<file path="src/rtl/vga_update_arbiter.sv">
// vga_update_arbiter: round-robin merge of two display writers into a shadow committed once per frame at vblank start
module vga_update_arbiter #(
  parameter int VBLANK_LINE = 480,
  parameter int CNT_W = 10
) (
  input  logic             pixel_clk,
  input  logic             reset,
  input  logic [CNT_W-1:0] horiz_count,
  input  logic [CNT_W-1:0] vert_count,
  input  logic             a_req,
  input  logic [1:0]       a_mask,
  input  logic [7:0]       a_dest,
  input  logic [25:0]      a_people,
  input  logic [1:0]       a_state,
  input  logic             b_req,
  input  logic [1:0]       b_mask,
  input  logic [7:0]       b_dest,
  input  logic [25:0]      b_people,
  input  logic [1:0]       b_state,
  output logic             a_ack,
  output logic             b_ack,
  output logic [7:0]       destination,
  output logic [25:0]      people_data,
  output logic [1:0]       sim_state,
  output logic             update_pending,
  output logic [7:0]       frame_count
);
  logic w_hit, w_commit, w_a_elig, w_b_elig, w_grant_a, w_grant_b;
  logic [1:0] w_mask, w_state;
  logic [7:0] w_dest;
  logic [25:0] w_people;
  logic r_rr, r_commit_prev, r_dirty;
  logic [7:0] r_s_dest;
  logic [25:0] r_s_people;
  logic [1:0] r_s_state;
  always_comb begin
    w_hit = (horiz_count == '0) && (vert_count == CNT_W'(VBLANK_LINE));
    w_commit = w_hit && !r_commit_prev;
    w_a_elig = a_req && !a_ack;
    w_b_elig = b_req && !b_ack;
    w_grant_a = !w_commit && w_a_elig && (!w_b_elig || !r_rr);
    w_grant_b = !w_commit && w_b_elig && (!w_a_elig || r_rr);
    w_mask = w_grant_a ? a_mask : w_grant_b ? b_mask : 2'b00;
    w_dest = w_grant_a ? a_dest : b_dest;
    w_people = w_grant_a ? a_people : b_people;
    w_state = w_grant_a ? a_state : b_state;
  end
  always_ff @(posedge pixel_clk or posedge reset) begin
    if (reset) begin
      a_ack <= 1'b0;
      b_ack <= 1'b0;
      destination <= '0;
      people_data <= '0;
      sim_state <= '0;
      frame_count <= '0;
      r_rr <= 1'b0;
      r_commit_prev <= 1'b0;
      r_dirty <= 1'b0;
      r_s_dest <= '0;
      r_s_people <= '0;
      r_s_state <= '0;
    end else begin
      a_ack <= w_grant_a;
      b_ack <= w_grant_b;
      r_commit_prev <= w_hit;
      if (w_grant_a || w_grant_b) r_rr <= w_grant_a;
      if (w_mask[0]) begin
        r_s_dest <= w_dest;
        r_s_people <= w_people;
      end
      if (w_mask[1]) r_s_state <= w_state;
      if (w_commit) begin
        frame_count <= frame_count + 8'd1;
        r_dirty <= 1'b0;
        if (r_dirty) begin
          destination <= r_s_dest;
          people_data <= r_s_people;
          sim_state <= r_s_state;
        end
      end else if (|w_mask) r_dirty <= 1'b1;
    end
  end
  assign update_pending = r_dirty;
endmodule

</file>
<file path="config.mk">
export PLATFORM = sky130hd
export DESIGN_NAME = vga_update_arbiter
export DESIGN_NICKNAME = d
export VERILOG_FILES = /design/src/rtl/vga_update_arbiter.sv
export SDC_FILE = /design/constraint.sdc
export NUM_CORES = 1
export LEC_CHECK = 0
export CELL_PAD_IN_SITES_DETAIL_PLACEMENT = 0
export CELL_PAD_IN_SITES_GLOBAL_PLACEMENT = 1
export CORE_MARGIN = 3
export CORE_UTILIZATION = 38
export DETAILED_ROUTE_END_ITERATION = 10
export PLACE_DENSITY_LB_ADDON = 0.25
export RECOVER_POWER = 25
export SYNTH_ARGS = -nofsm -noshare
export SYNTH_HDL_FRONTEND = slang
export SYNTH_SLANG_ARGS = --single-unit
</file>
<file path="constraint.sdc">
create_clock -name pixel_clk -period 8.2 [get_ports pixel_clk]
set_clock_uncertainty 0.15 [all_clocks]
set_input_delay 1.23 -clock pixel_clk [delete_from_list [all_inputs] [get_ports pixel_clk]]
set_output_delay 1.23 -clock pixel_clk [all_outputs]
set_load 0.1 [all_outputs]
</file>
==> flow_summary.yaml <==
logic_synthesis:
  syn_area_per_cell_sq_um: 14.8
  synth_edf_count: 0
  syn_nets: 362
  synth-main-ff-cell: "dfrtp_1"
  synth_warnings: 0
  synth-simple-area-share_pct: 7.96
  synth_top_family_by_area: "multiplexers"
  netlist_area_sq_um: 3870
  synth_top_area_share_pct: 55.0
  async_reset_ff_share_pct: 100
  synth_cell_types: 38
  synthCells: 261
  yosysTopAreaCell: "dfrtp_1"
  synth_fa_ha_area_share_pct: 0.324
  synth_seq_cells: 85
  synth_compound_area_share_pct: 1.33
  ys_seq_area_share_pct: 55.0
  synth.area.mux_share_pct: 31.7
  ys_top_cells_by_area: "dfrtp_1, mux2_2, mux2_1, xor2_1, buf_6"
  yosys.area_share.xor_xnor_pct: 1.59
route:
  dr.first_iter.drc_count: 52
  wl_per_cell_microns: 15.5
  drtAntennaViolNets: 0
  first_pass_iters: 4
  num_vias: 2690
  wl_mm: 8.51
  drc: 0
  via_per_inst: 4.90
setup_path:
  timing.rr.end: "r_s_dest[3]"
  reg2reg_from: "b_ack"
  arrival_ns: 3.44
  path_class: "in -> reg"
  ff2ff_setup_slack_ns: 5.78
  cp_cell_sequence: "clkdlybuf4s50_1, and3b_1, or2_2, mux2_2, mux2_1"
  cp_slowest_stage_delay_ns: 0.74
  critPathBufInv: 1
  critPathLaunchType: "input port"
  critPathLaunch: "b_req"
  required_ns: 8.28
  reg2regPathDepth: 4
  end_kind: "register"
  cp_max_fo: 37
  crit_family: "simple AND/OR/NAND/NOR gates"
  slowest_stage: "or2_2"
floorplan:
  ios: 147
  dieArea_sq_um: 11400
  die_y_microns: 107
  coreArea_sq_um: 9820
  rows: 36
  die_w_microns: 107
  start_util_pct: 39.4
power_and_ir_drop:
  finalPower_uw: 1110
  vdd_drop_max_mv: 0.0961
  power.density_nw_per_um2: 194
  p_leak_uw: 0.00245
clocking:
  htreeDepth: 3
  cts_buffers: 9
  worstSkewPairLatency_ns: 0.35
  clkTransAtPathRegs_ns: 0.08
  cts_buffer_depth: 2
  cts_tree: "built"
  postCtsSetupRepairBufs: 0
  hold_buffers: 0
  cts_root_buffer: "clkbuf_8"
  cts_resized: 0
  cts.sinks: 85
finish:
  multi_input_area_sq_um: 1670
  register_area_sq_um: 2130
  drive_gt1_share_pct: 25.5
  nets: 512
  fin_util_pct: 58.2
  syn_to_final_growth_pct: 47.7
  antenna_cells: 0
  design_area_sq_um: 5710
  n_fill_cell: 840
sta:
  timing.final.crit_period_ns: 3.36
  slew_headroom_pct: 29.4
  setup_violations: 0
  hold_violations: 0
  rsz0062_at_grt: "false"
  fmax_ghz: 0.298
  tightest_slew_ns: 1.06
  slew_violations: 0
  timing.final.crit_share_pct: 41.0
  setup_tns_ns: 0
status:
  status: "finished clean"
worst_hold_path:
  hp-class: "reg -> reg"
  holdPathStages: 1
  hold_end: "people_data[7]"
  min_from: "people_data[7]"
grt:
  grt_antenna_before_repair: 0
  grt_pass1_vias: 2826
  grt_overflow_total: 0
  grt_usage_pct: 15.5
  grt_max_degree: 86
  grt_pass1_wl_mm: 14.0
placed_design:
  finalWeightedCongestion: 0.797
  place_area_sq_um: 5450
  hpwl_mm: 6.09
  numPortBuffers: 146
job:
  maxCapViolCount: 0
==> layer usage <==
| metal | track usage, % | wire length [microns] |
|---|---|---|
| met1 | 19.1 | 3600 |
| met2 | 24.8 | 4050 |
| met3 | 7.04 | 740 |
| met4 | 3.93 | 119 |
| met5 | 0 | 0 |
==> worst register-to-register path: cells and delay by family (launching register included) <==
kind,cells,cell delay (ns)
and+or+nand+nor,2,1.03
muxes,2,0.70
DFF,1,0.42
==> placed cells by master, fill, tap and decap left out, drive strengths merged, types with 2 or more instances in the layout <==
master / netlist / final
nand3b: 4 / 4
dfrtp: 85 / 85
clkinvlp: 0 / 2
nand2b: 2 / 2
xor2: 5 / 5
clkbuf: 0 / 11
nor3: 5 / 5
buf: 10 / 3
or4b: 3 / 3
nand4: 2 / 2
nor4: 8 / 8
xnor2: 2 / 2
o22a: 2 / 2
clkdlybuf4s50: 0 / 145
nand2: 3 / 3
bufinv: 0 / 3
nor4b: 2 / 2
a21oi: 3 / 3
mux2: 109 / 109
==> final cells by class <==
class	count	area share, %
clock inverters	5	1.86
multi-input cells	164	29.2
repair buffers	149	26.0
clock buffers	11	2.65
well taps	133	2.91
flip-flops and latches	85	37.2
inverters	2	0.153
==> state kept, by name, summed over array words and instances (netlist names) <==
signal,count
r_s_people,26
frame_count,8
people_data,26
sim_state,2
destination,8
r_s_dest,8
a_ack,1
r_s_state,2
r_rr,1
b_ack,1
update_pending,1
r_commit_prev,1
==> metrics by stage <==
step	setup WS [ns]	cells	hold WS (ns)
CTS	4.83	549	0.344
global route	4.64	549	0.358
finish	4.84	549	0.336
detailed placement	4.45	533	0.324
global placement	4.47	533	0.307
floorplan	4.63	261	0.304
==> cells by family (layout without fill, tap and decap cells) <==
group                      Yosys count  in the layout
muxes                              109            109
and+or+nand+nor                     40             40
buffers and inverters               12            167
adders and majority gates            1              1
AOI/OAI and AO/OA                    7              7
xor gates and xnor gates             7              7
DFF                                 85             85
==> cell usage after synthesis (2+ instances only) <==
cell type  number
buf_6           3
nand2_1         3
inv_1           2
nor4b_1         2
xnor2_1         2
xor2_1          5
mux2_2         77
nor4_1          5
a21oi_1         2
nand2b_1        2
nand4_1         2
mux2_1         32
buf_2           6
nor4_2          2
dfrtp_1        85
o22a_1          2
nand3b_1        4
or4b_2          2
nor3_1          4
==> power by group <==
group / leakage (uW) / switching [uW] / internal, uW
registers: 0.00109 / 35.5 / 492
logic: 0.00123 / 77.5 / 137
clock network: 0.000126 / 145 / 219
==> how the worst max path moves through the flow <==
stage / slack (ns) / depth (start not counted) / to
floorplan: 4.63 / 1 / a_ack
global placement: 4.47 / 6 / r_s_dest[4]
detailed placement: 4.45 / 5 / r_s_dest[3]
CTS: 4.83 / 5 / r_s_dest[3]
global route: 4.64 / 6 / people_data[21]
finish: 4.84 / 5 / r_s_dest[3]
(Power assumes the default switching activity.)
